===== src/rtl/mmio_defs_pkg.sv =====
// Shared definitions for the LEGLite MMIO responder: window base, register
// offsets, switch/event bit positions and the display reset pattern.
// No logic; constants and a register-select type only.
package mmio_defs;

   // Default base of the 8-byte IO window at the top of the address space
   localparam logic [15:0] DEF_IO_BASE    = 16'hFFF0;

   // Segments are active-low, so all-ones blanks the display
   localparam logic [6:0]  DEF_DISP_RESET = 7'b1111111;

   // Byte offsets of the word-aligned registers inside the window
   localparam logic [2:0]  OFF_DISP  = 3'd0;
   localparam logic [2:0]  OFF_SW    = 3'd2;
   localparam logic [2:0]  OFF_EVT   = 3'd4;
   localparam logic [2:0]  OFF_TIMER = 3'd6;

   // Bit positions of the two switches inside SW and EVT
   localparam int SW0_BIT = 0;
   localparam int SW1_BIT = 1;

   typedef enum logic [1:0] {
      REG_DISP  = 2'd0,
      REG_SW    = 2'd1,
      REG_EVT   = 2'd2,
      REG_TIMER = 2'd3
   } reg_sel_e;

   // Map a window offset to a register; addr[0] is don't-care
   function automatic reg_sel_e off_to_reg(input logic [2:0] off);
      reg_sel_e sel;
      sel = REG_DISP;
      case (off)
         OFF_DISP,  OFF_DISP  | 3'd1: sel = REG_DISP;
         OFF_SW,    OFF_SW    | 3'd1: sel = REG_SW;
         OFF_EVT,   OFF_EVT   | 3'd1: sel = REG_EVT;
         default:                     sel = REG_TIMER;
      endcase
      return sel;
   endfunction

endpackage


===== src/rtl/mmio_port_responder_sw_debounce.sv =====
// Purpose: synchronize one raw slide switch and debounce it.
// Latency: raw change at edge k -> s2 after k+1 -> deb/o_set at edge k+1+DEBOUNCE.
// Backpressure: none; free-running, always accepts the input.
// Ports: i_clk clock, i_rst sync active-high reset, i_raw async switch,
//        o_deb debounced value, o_set one-cycle pulse on the edge deb changes.
module sw_debounce #(
   parameter int DEBOUNCE = 4
) (
   input  logic i_clk,
   input  logic i_rst,
   input  logic i_raw,
   output logic o_deb,
   output logic o_set
);

   logic       r_s1;
   logic       r_s2;
   logic [7:0] r_cnt;
   logic       r_deb;
   logic       w_diff;
   logic       w_done;

   localparam logic [7:0] CNT_LAST = 8'(DEBOUNCE - 1);

   assign w_diff = (r_s2 != r_deb);
   assign w_done = w_diff && (r_cnt == CNT_LAST);

   always_ff @(posedge i_clk) begin
      if (i_rst) begin
         r_s1  <= 1'b0;
         r_s2  <= 1'b0;
         r_cnt <= 8'd0;
         r_deb <= 1'b0;
      end else begin
         r_s1 <= i_raw;
         r_s2 <= r_s1;
         // Any sample agreeing with deb restarts the count, so only an
         // unbroken run of DEBOUNCE differing samples flips deb.
         if (!w_diff) begin
            r_cnt <= 8'd0;
         end else if (w_done) begin
            r_deb <= r_s2;
            r_cnt <= 8'd0;
         end else begin
            r_cnt <= r_cnt + 8'd1;
         end
      end
   end

   assign o_deb = r_deb;
   // Combinational so the parent's event flag sets on the same edge deb flips
   assign o_set = w_done;

endmodule


===== src/rtl/mmio_port_responder.sv =====
// Purpose: MMIO slave on the dmem bus serving DISP, SW, EVT and TIMER registers.
// Latency: reads combinational (same cycle); writes land at the rising edge.
// Backpressure: none; every access completes in its own cycle.
// Ports: clock/reset (sync active-high); addr/wdata/memwrite/memread dmem side;
//        io_sw0/io_sw1 raw switches; rdata/io_hit read mux controls; io_display segments.
module mmio_port_responder
   import mmio_defs::*;
#(
   parameter int          DEBOUNCE   = 4,
   parameter logic [6:0]  DISP_RESET = DEF_DISP_RESET,
   parameter logic [15:0] IO_BASE    = DEF_IO_BASE
) (
   input  logic        clock,
   input  logic        reset,
   input  logic [15:0] addr,
   input  logic [15:0] wdata,
   input  logic        memwrite,
   input  logic        memread,
   input  logic        io_sw0,
   input  logic        io_sw1,
   output logic [15:0] rdata,
   output logic        io_hit,
   output logic [6:0]  io_display
);

   logic [6:0]  r_disp;
   logic [15:0] r_timer;
   logic [1:0]  r_evt;

   logic [15:0] w_off;
   logic        w_hit;
   reg_sel_e    w_sel;
   logic        w_wr;
   logic [1:0]  w_deb;
   logic [1:0]  w_set;
   logic [1:0]  w_clr;

   // Window test by subtraction: in range exactly when the offset is < 8
   assign w_off = addr - IO_BASE;
   assign w_hit = (w_off[15:3] == 13'd0);
   assign w_sel = off_to_reg(w_off[2:0]);
   assign w_wr  = memwrite && w_hit;

   sw_debounce #(.DEBOUNCE(DEBOUNCE)) u_deb0 (
      .i_clk (clock),
      .i_rst (reset),
      .i_raw (io_sw0),
      .o_deb (w_deb[SW0_BIT]),
      .o_set (w_set[SW0_BIT])
   );

   sw_debounce #(.DEBOUNCE(DEBOUNCE)) u_deb1 (
      .i_clk (clock),
      .i_rst (reset),
      .i_raw (io_sw1),
      .o_deb (w_deb[SW1_BIT]),
      .o_set (w_set[SW1_BIT])
   );

   assign w_clr = (w_wr && (w_sel == REG_EVT)) ? wdata[1:0] : 2'b00;

   always_ff @(posedge clock) begin
      if (reset) begin
         r_disp  <= DISP_RESET;
         r_timer <= 16'd0;
         r_evt   <= 2'b00;
      end else begin
         if (w_wr && (w_sel == REG_DISP)) begin
            r_disp <= wdata[6:0];
         end
         // A write beats the increment in the same cycle
         if (w_wr && (w_sel == REG_TIMER)) begin
            r_timer <= wdata;
         end else begin
            r_timer <= r_timer + 16'd1;
         end
         // Set applied after clear so a coincident event is never lost
         r_evt <= (r_evt & ~w_clr) | w_set;
      end
   end

   always_comb begin
      rdata = 16'h0000;
      if (memread && w_hit) begin
         case (w_sel)
            REG_DISP:  rdata = {9'd0, r_disp};
            REG_SW:    rdata = {14'd0, w_deb};
            REG_EVT:   rdata = {14'd0, r_evt};
            REG_TIMER: rdata = r_timer;
            default:   rdata = 16'h0000;
         endcase
      end
   end

   assign io_hit     = w_hit;
   assign io_display = r_disp;

endmodule

===== config.mk =====
export PLATFORM = sky130hd
export DESIGN_NAME = mmio_port_responder
export DESIGN_NICKNAME = d
export VERILOG_FILES = /design/src/rtl/mmio_defs_pkg.sv /design/src/rtl/mmio_port_responder_sw_debounce.sv /design/src/rtl/mmio_port_responder.sv
export SDC_FILE = /design/constraint.sdc
export NUM_CORES = 1
export LEC_CHECK = 0
export CAP_MARGIN = 30
export CORE_MARGIN = 2
export CORE_UTILIZATION = 53
export DETAILED_ROUTE_END_ITERATION = 6
export PLACE_DENSITY = 0.85
export SLEW_MARGIN = 10
export SYNTH_ARGS = -nofsm -noshare
export SYNTH_HDL_FRONTEND = slang
export SYNTH_SLANG_ARGS = --single-unit
export TNS_END_PERCENT = 5

===== constraint.sdc =====
create_clock -name clock -period 9.02 [get_ports clock]
set_input_delay 2.706 -clock clock [delete_from_list [all_inputs] [get_ports clock]]
set_output_delay 2.706 -clock clock [all_outputs]
set_load 0.01 [all_outputs]

==> impl_metrics.toml, run 1 <==
[setup_path]
cp_slowest_cell = "clkdlybuf4s50_1"
crit_required_ns = 6.31
cp_max_fo = 14
path_common_cell = "clkdlybuf4s50_1"
cpPeakStageDelay_ns = 0.54
end_kind = "output pin"
crit_type = "input pin to output pin"
cp.arrival_ns = 5.49
path_buf_inv = 3
critPathLaunchType = "input pin"
cp_cell_sequence = "clkdlybuf4s50_1 > nand4_1 > nor3_1 > mux2i_1 > nand4_2 > clkinv_2 > and3_1 > and2_1 > clkdlybuf4s50_1"
cp_top_family = "buffers and inverters"

[floorplanning]
core-area_mm2 = 0.00441
start_util_pct = 56.0
ios = 62
die_area_mm2 = 0.00523
die_h_um = 72.3
row_count = 24
fp.dieW_um = 72.3

[placement]
numPortBuffers = 60
place_hpwl_um = 4280
gp_congestion = 0.826
dp_slack_ns = 0.848
dp.cells = 384

[logic_synthesis]
synth.most_common_cell = "dfxtp_1"
synth_seq_cells = 47
yosys-top-cells-count = "dfxtp_1 (47), nor2_1 (30), nand3_1 (22)"
ys_warn_count = 0
synth_cells = 288
netlist_area_mm2 = 0.00247
avgSynthCellArea_um2 = 8.58
synthArstFlopShare_pct = 0
ys.flop_type = "dfxtp_1"
synth-edff-count = 0
syn-num-nets = 330
synth_top_cell_by_area = "dfxtp_1"
ys_types = 38
yosys-top-cells-area = "dfxtp_1 (38%), xor2_1 (6.0%), a211oi_1 (4.6%)"
yosysSeqAreaShare_pct = 38.1
synth.top_cell.area_share_pct = 38.1

[clock_network]
cts_resized = 0
cts_tree = "yes"
root_buffer = "clkbuf_8"
clock_latency_ns = 0.30
clkTransAtPathRegs_ns = 0.09
htree_levels = 2
cts_hold_buffers = 0
cts_made_buffers = 5
clock_path_buffers = 2
cts_sinks = 47
cts_setup_buffers = 0

[sta]
fin_skew_ns = 0.00653
rsz0062_at_grt = "no"
finalSetupViolations = 0
finalSetupTns_ns = 0
hold_viol = 0
timing.final.ws_setup_ns = 0.828
maxSlewViolCount = 0
max_slew_margin_pct = 38.4
fin_crit_ns = 8.19
min_period_over_period_pct = 90.8
max_freq_mhz = 122
worstMarginPinSlew_ns = 0.921

[cells_and_area]
final_nets = 381
final_cells = 392
diodes = 0
nFillCells = 340
syn_to_final_growth_pct = 29.4
drive_above_1_share_pct = 4.71

[global_routing]
grt_start_max_net_pins = 26
grt_pass1_vias = 2278
grt_util_all_layers_pct = 23.9
grt_pass1_wl_um = 9940
overflow = 0
grt_antenna_before_repair = 0

[detailed_routing]
viasPerCell = 5.98
postRouteAntennaNets = 0
routed_wl_um = 6060
drc = 0
post_drt_wl_per_cell_um = 15.5
drt_iter0_drc = 95
vias = 2343
firstDrtPassIters = 4

[flow_run]
maxCapViolCount = 0

[power_and_ir_drop]
total_power_mw = 0.431
p_per_area_mw_per_mm2 = 135
leakage_nw = 1.08
irDropWorstVdd_mv = 0.0616

[run_status]
status = "complete, no violations"

[worst_hold_path]
hp-class = "flip-flop to flip-flop"
cell type report:
| class | instances | area (um^2) | share of cell area, % |
|---|---|---|---|
| clock inverter | 2 | 60.1 | 1.88 |
| timing repair buffer | 61 | 608 | 19.0 |
| multi-input combinational | 217 | 1430 | 44.5 |
| sequential | 47 | 941 | 29.4 |
| inverter | 7 | 27.5 | 0.860 |
| tap | 52 | 65.1 | 2.03 |
| clock buffer | 6 | 72.6 | 2.27 |
report_power, final:
group | internal (mW) | switching [mW] | total, mW
Combinational | 0.0207 | 0.0186 | 0.0393
Clock | 0.111 | 0.0700 | 0.181
Sequential | 0.210 | 0.00170 | 0.211
Total | 0.341 | 0.0903 | 0.431
per-layer routing:
layer / global-route usage, % / vias up / wire length [um]
li1: - / 1151 / -
met1: 27.8 / 1084 / 2540
met2: 41.3 / 94 / 3000
met3: 6.39 / 14 / 437
met4: 10.1 / 0 / 82
met5: 0 / - / 0
per-stage QoR:
stage / cell area [um^2] / hold WS, ns / util, %
6_report: 3200 / 0.449 / 72.5
5_1_grt: 3200 / 0.470 / 72.5
4_1_cts: 3200 / 0.458 / 72.5
3_5_place_dp: 3070 / 0.433 / 69.5
3_3_place_gp: 3070 / 0.435 / 69.5
2_1_floorplan: 2470 / 0.414 / -
flip-flops by register name, summed over array words and instances, names as in the netlist:
register	count
io_display	7
r_evt	2
u_deb0.r_s1	1
u_deb0.r_s2	1
u_deb1.o_deb	1
u_deb0.r_cnt	8
r_timer	16
u_deb1.r_s1	1
u_deb1.r_cnt	8
u_deb1.r_s2	1
u_deb0.o_deb	1
layout by cell type, fill, tap and decap left out, types with 2 or more instances in the layout:
cell	count
ha_1	4
nor3_1	3
inv_1	5
mux4_2	2
o31ai_1	9
bufinv_16	2
or2_2	2
xnor2_1	11
nand2b_1	4
nor2_1	30
dfxtp_1	47
nand2_1	12
a31oi_1	3
a211oi_1	15
nand4_1	13
mux2i_1	3
o21ai_0	4
and3_1	8
and2_1	13
or3_1	2
nor4_1	17
clkbuf_8	5
xor2_1	17
or4_1	3
nand3_1	22
a22oi_1	5
nor2b_1	6
clkdlybuf4s50_1	60
a21oi_1	2
worst paths after layout:
kind | startpoint | to | slack [ns] | cells after the start
max | addr[10] | rdata[7] | 0.83 | 9
min | u_deb1.r_s1 | u_deb1.r_s2 | 0.45 | 1
max reg2reg | u_deb1.r_cnt[0] | u_deb1.r_cnt[6] | 6.74 | 6
min reg2reg | u_deb1.r_s1 | u_deb1.r_s2 | 0.45 | 1
cells by family after synthesis:
kind of cell    Yosys count  synth area share [%]
flops                    47                  38.1
mux                       6                  3.49
simple gates            140                  31.1
buf+inv                  24                  4.30
xor+xnor                 28                  9.92
compound gates           39                  11.1
fa+ha+maj                 4                  2.02
(Power assumes the default switching activity.)
==> inputs of run 2 (changes only) <==
--- a/config.mk
+++ b/config.mk
@@ -10,6 +10,7 @@
 export CORE_UTILIZATION = 53
 export DETAILED_ROUTE_END_ITERATION = 6
 export PLACE_DENSITY = 0.85
+export RECOVER_POWER = 100
 export SLEW_MARGIN = 10
 export SYNTH_ARGS = -nofsm -noshare
 export SYNTH_HDL_FRONTEND = slang
==> run 2 against run 1 <==
Total power barely moved. Via count is 0.21% lower. Maximum frequency fell by 1.6%. Hold slack lost 0.0016 ns. Clock-buffer cell count did not move. Worst setup slack worse by 0.14 ns. Clock skew is 0.0015 ns higher. Wire length is essentially flat. Utilization down 0.23 points. Combinational power down 1%. Critical path depth unchanged. Design area decreased by 0.31%. Largest power group unchanged. Highest routed layer unchanged.
==> impl_metrics.toml, run 2 (synthesis results as in run 1) <==
[floorplanning]
core-area_mm2 = 0.00441
fp.dieW_um = 72.3
ios = 62
die_h_um = 72.3
die_area_mm2 = 0.00523
row_count = 24
start_util_pct = 56.0

[cells_and_area]
drive_above_1_share_pct = 3.82
final_nets = 381
final_cell_mix = "dfxtp_1 (47), clkdlybuf4s50_1 (39), nor2_1 (30)"
largestRegisters = "r_timer x16, u_deb0.r_cnt x8, u_deb1.r_cnt x8"
nFillCells = 344
diodes = 0
syn_to_final_growth_pct = 29.0
regMostFlops = "r_timer"
final_cells = 392
final_common_cell = "dfxtp_1"
largest_reg_flops = 16

[placement]
dp.cells = 384
numPortBuffers = 60
dp_slack_ns = 0.848
gp_congestion = 0.826
place_hpwl_um = 4280

[power_and_ir_drop]
p_per_area_mw_per_mm2 = 135
comb_power_share_pct = 9.0
power.internal_mw = 0.341
power.switching_mw = 0.0906
total_power_mw = 0.431
p_sw_share_pct = 21.0
p_clk_share_pct = 42.0
leakage_nw = 1.09
irDropWorstVdd_mv = 0.0616
sequentialPowerShare_pct = 49.0

[setup_path]
crit_required_ns = 6.31
cp_top_family = "buffers and inverters"
cp_max_fo = 14
cp_slowest_cell = "dlygate4sd3_1"
cpPeakStageDelay_ns = 0.61
cp.arrival_ns = 5.62
end_kind = "output pin"
critPathLaunchType = "input pin"
path_buf_inv = 3
crit_type = "input pin to output pin"
cp_cell_sequence = "dlygate4sd3_1 > nand4_1 > nor3_1 > mux2i_1 > nand4_1 > clkinv_2 > and3_1 > and2_1 > dlygate4sd3_1"

[detailed_routing]
routed_wl_um = 6060
post_drt_wl_per_cell_um = 15.5
postRouteAntennaNets = 0
vias = 2338
drc = 0
drt_iter0_drc = 80
firstDrtPassIters = 4
viasPerCell = 5.96

[clock_network]
clock_latency_ns = 0.30
clkTransAtPathRegs_ns = 0.09
cts_tree = "yes"
cts_made_buffers = 5
clock_path_buffers = 2
root_buffer = "clkbuf_8"
cts_sinks = 47
cts_setup_buffers = 0
cts_hold_buffers = 0
cts_resized = 0
htree_levels = 2

[sta]
fin_skew_ns = 0.00805
max_slew_margin_pct = 28.8
max_freq_mhz = 120
min_period_over_period_pct = 92.3
worstMarginPinSlew_ns = 1.07
finalSetupTns_ns = 0
rsz0062_at_grt = "no"
hold_viol = 0
holdWs_ns = 0.448
finalSetupViolations = 0
timing.final.ws_setup_ns = 0.693
maxSlewViolCount = 0
fin_crit_ns = 8.33

[run_status]
status = "complete, no violations"

[global_routing]
grt_antenna_before_repair = 0
grt_pass1_vias = 2278
overflow = 0
grt_start_max_net_pins = 26
grt_util_all_layers_pct = 23.9
grt_pass1_wl_um = 9940

[worst_hold_path]
hp-class = "flip-flop to flip-flop"

[flow_run]
maxCapViolCount = 0
## run 2: cell types whose count changed in the layout (fill, tap and decap cells not counted), sizes merged
cell / delta
clkdlybuf4s50: -21
buf: -1
dlygate4sd3: +21
clkbuf: +1
## run 2: stage by stage
step	instance area [um^2]	utilization (%)
3_3_place_gp	3070	69.5
3_5_place_dp	3070	69.5
5_1_grt	3190	72.3
6_report	3190	72.3
2_1_floorplan	2470	-
4_1_cts	3200	72.5
## run 2: per-layer routing
metal / track usage, % / up-vias / wire (um) / part of all wire, %
li1: - / 1155 / - / -
met1: 27.8 / 1095 / 2540 / 42
met2: 41.3 / 78 / 3070 / 51
met3: 6.39 / 10 / 395 / 6.5
met4: 10.1 / 0 / 60 / 0.99
met5: 0 / - / 0 / 0
## run 2: worst paths after layout
path                   start              end  slack, ns  cells past startpoint
max                 addr[10]         rdata[7]       0.69                      9
min              u_deb1.r_s1      u_deb1.r_s2       0.45                      1
max reg2reg  u_deb1.r_cnt[0]  u_deb1.r_cnt[6]       6.74                      6
min reg2reg      u_deb1.r_s1      u_deb1.r_s2       0.45                      1
## run 2: layout make-up
class	instances	area [um^2]	share of cell area, %
Inverter	7	27.5	0.863
Multi-Input combinational cell	217	1420	44.5
Tap cell	52	65.1	2.04
Sequential cell	47	941	29.5
Clock buffer	6	72.6	2.28
Timing Repair Buffer	61	604	18.9
Clock inverter	2	60.1	1.88
## run 2: power groups by stage
stage | Combinational [mW] | Sequential, mW | Clock [mW]
floorplan | 0.0171 | 0.216 | 0
global placement | 0.0377 | 0.216 | 0
detailed placement | 0.0386 | 0.216 | 0
CTS | 0.0390 | 0.211 | 0.184
global route | 0.0421 | 0.212 | 0.191
finish | 0.0388 | 0.211 | 0.181
==> inputs of run 3 (changes only) <==
--- a/config.mk
+++ b/config.mk
@@ -5,13 +5,15 @@
 export SDC_FILE = /design/constraint.sdc
 export NUM_CORES = 1
 export LEC_CHECK = 0
+export ABC_CLOCK_PERIOD_IN_PS = 9020
 export CAP_MARGIN = 30
 export CORE_MARGIN = 2
 export CORE_UTILIZATION = 53
 export DETAILED_ROUTE_END_ITERATION = 6
 export PLACE_DENSITY = 0.85
 export RECOVER_POWER = 100
-export SLEW_MARGIN = 10
+export REMOVE_ABC_BUFFERS = 1
+export SLEW_MARGIN = 20
 export SYNTH_ARGS = -nofsm -noshare
 export SYNTH_HDL_FRONTEND = slang
 export SYNTH_SLANG_ARGS = --single-unit
==> run 3 against run 2 <==
Utilization down 0.11 points. Global-route usage increased by 0.86 points. Highest routed layer unchanged. Via count increased by 2.5%. Wire length increased by 2.1%. Sequential share of layout area is essentially flat. Largest power group unchanged. Critical path type unchanged. Total power down 4.3%. Sequential power about the same. Die area did not move. Register-to-register slack got worse by 0.11 ns. Largest cell class unchanged. Flip-flop and latch count stayed put.
==> impl_metrics.toml, run 3 (synthesis results as in run 1) <==
[placement]
gp_congestion = 0.859
numPortBuffers = 60
place_hpwl_um = 4280
dp.cells = 385

[clock_network]
cts_hold_buffers = 0
clock_latency_ns = 0.31
cts_made_buffers = 5
htree_levels = 2
clock_path_buffers = 2
cts_setup_buffers = 0
clkTransAtPathRegs_ns = 0.08
cts_sinks = 47
root_buffer = "clkbuf_8"
cts_resized = 0
cts_tree = "yes"

[cells_and_area]
final_cell_mix = "dfxtp_1 (47), clkdlybuf4s50_1 (36), nor2_1 (30)"
post-route-util_pct = 72.1
final_common_cell = "dfxtp_1"
diodes = 0
largestRegisters = "r_timer x16, u_deb0.r_cnt x8, u_deb1.r_cnt x8"
regMostFlops = "r_timer"
nFillCells = 330
final_nets = 382
largest_reg_flops = 16
final_cells = 393
drive_above_1_share_pct = 4.69
syn_to_final_growth_pct = 28.8

[sta]
maxSlewViolCount = 0
max_freq_mhz = 120
fin_crit_ns = 8.37
finalSetupViolations = 0
worstMarginPinSlew_ns = 1.07
hold_viol = 0
max_slew_margin_pct = 28.6
min_period_over_period_pct = 92.8
fin_skew_ns = 0.00488
rsz0062_at_grt = "no"
finalSetupTns_ns = 0
holdWs_ns = 0.443

[global_routing]
grt_pass1_vias = 2190
grt_start_max_net_pins = 26
grt_antenna_before_repair = 0
use_met3_pct = 4.31
grt_pass1_wl_um = 10100
use_met2_pct = 42.7
top_usage_layer = "met2"
grt_util_all_layers_pct = 24.8
global_route.usage.met1_pct = 30.7
overflow = 0

[setup_path]
cp.arrival_ns = 5.66
worstReg2RegStart = "u_deb1.r_cnt[0]"
crit_end = "rdata[12]"
cp_slowest_cell = "dlygate4sd3_1"
cp_cell_sequence = "dlygate4sd3_1 > nand4_1 > nor3_1 > mux2i_1 > nand4_2 > clkinv_2 > and3_1 > and2_1 > dlygate4sd3_1"
cpPeakStageDelay_ns = 0.64
reg2reg_slack_ns = 6.63
reg2regPathDepth = 6
reg2reg_to = "u_deb1.r_cnt[3]"
cp_num_cells = 9
path_common_cell = "dlygate4sd3_1"
end_kind = "output pin"
path_buf_inv = 3
crit_type = "input pin to output pin"
critPathLaunchType = "input pin"
cp_top_family = "buffers and inverters"
startpoint = "addr[10]"
cp_max_fo = 14
crit_required_ns = 6.31

[floorplanning]
die_area_mm2 = 0.00523
die_h_um = 72.3
core-area_mm2 = 0.00441
row_count = 24
fp.dieW_um = 72.3
start_util_pct = 56.0
ios = 62

[power_and_ir_drop]
leakage_nw = 1.11
irDropWorstVdd_mv = 0.0681
p_per_area_mw_per_mm2 = 130

[detailed_routing]
vias = 2396
firstDrtPassIters = 5
routed_wl_um = 6190
post_drt_wl_per_cell_um = 15.8
drt_iter0_drc = 172
drc = 0
postRouteAntennaNets = 0
viasPerCell = 6.10

[worst_hold_path]
holdPathStages = 1
hp-class = "flip-flop to flip-flop"

[run_status]
status = "complete, no violations"

[flow_run]
maxCapViolCount = 0
## run 3: power breakdown
part           switching, mW  internal (mW)
clock network         0.0724         0.0897
registers            0.00177          0.210
logic                 0.0186         0.0206
total                 0.0928          0.320
## run 3: layout make-up
cell class | count | area, um^2 | share of cell area (%)
clock buffer | 6 | 82.6 | 2.59
clock inverter | 2 | 35.0 | 1.10
tap | 52 | 65.1 | 2.04
timing repair buffer | 62 | 608 | 19.1
sequential | 47 | 941 | 29.5
inverter | 7 | 27.5 | 0.864
multi-input combinational | 217 | 1430 | 44.8
## run 3: worst min path at each step
stage | start | endpoint
6_report | u_deb0.r_s1 | u_deb0.r_s2
5_1_grt | u_deb0.r_s1 | u_deb0.r_s2
3_5_place_dp | u_deb0.r_s1 | u_deb0.r_s2
2_1_floorplan | u_deb0.r_s1 | u_deb0.r_s2
4_1_cts | u_deb0.r_s1 | u_deb0.r_s2
3_3_place_gp | u_deb0.r_s1 | u_deb0.r_s2
## run 3: metrics by stage
| stage | area, um^2 | setup slack (ns) | power (mW) |
|---|---|---|---|
| finish | 3180 | 0.654 | 0.413 |
| detailed placement | 3070 | 0.820 | 0.255 |
| global route | 3180 | 0.457 | 0.424 |
| CTS | 3190 | 0.802 | 0.414 |
| global placement | 3070 | 0.926 | 0.254 |
| floorplan | 2390 | 1.72 | 0.230 |
## run 3: metal layers
| layer | wire length, um | share of wire [%] |
|---|---|---|
| met2 | 3100 | 50 |
| met5 | 0 | 0 |
| met3 | 431 | 7.0 |
| met4 | 143 | 2.3 |
| met1 | 2520 | 41 |
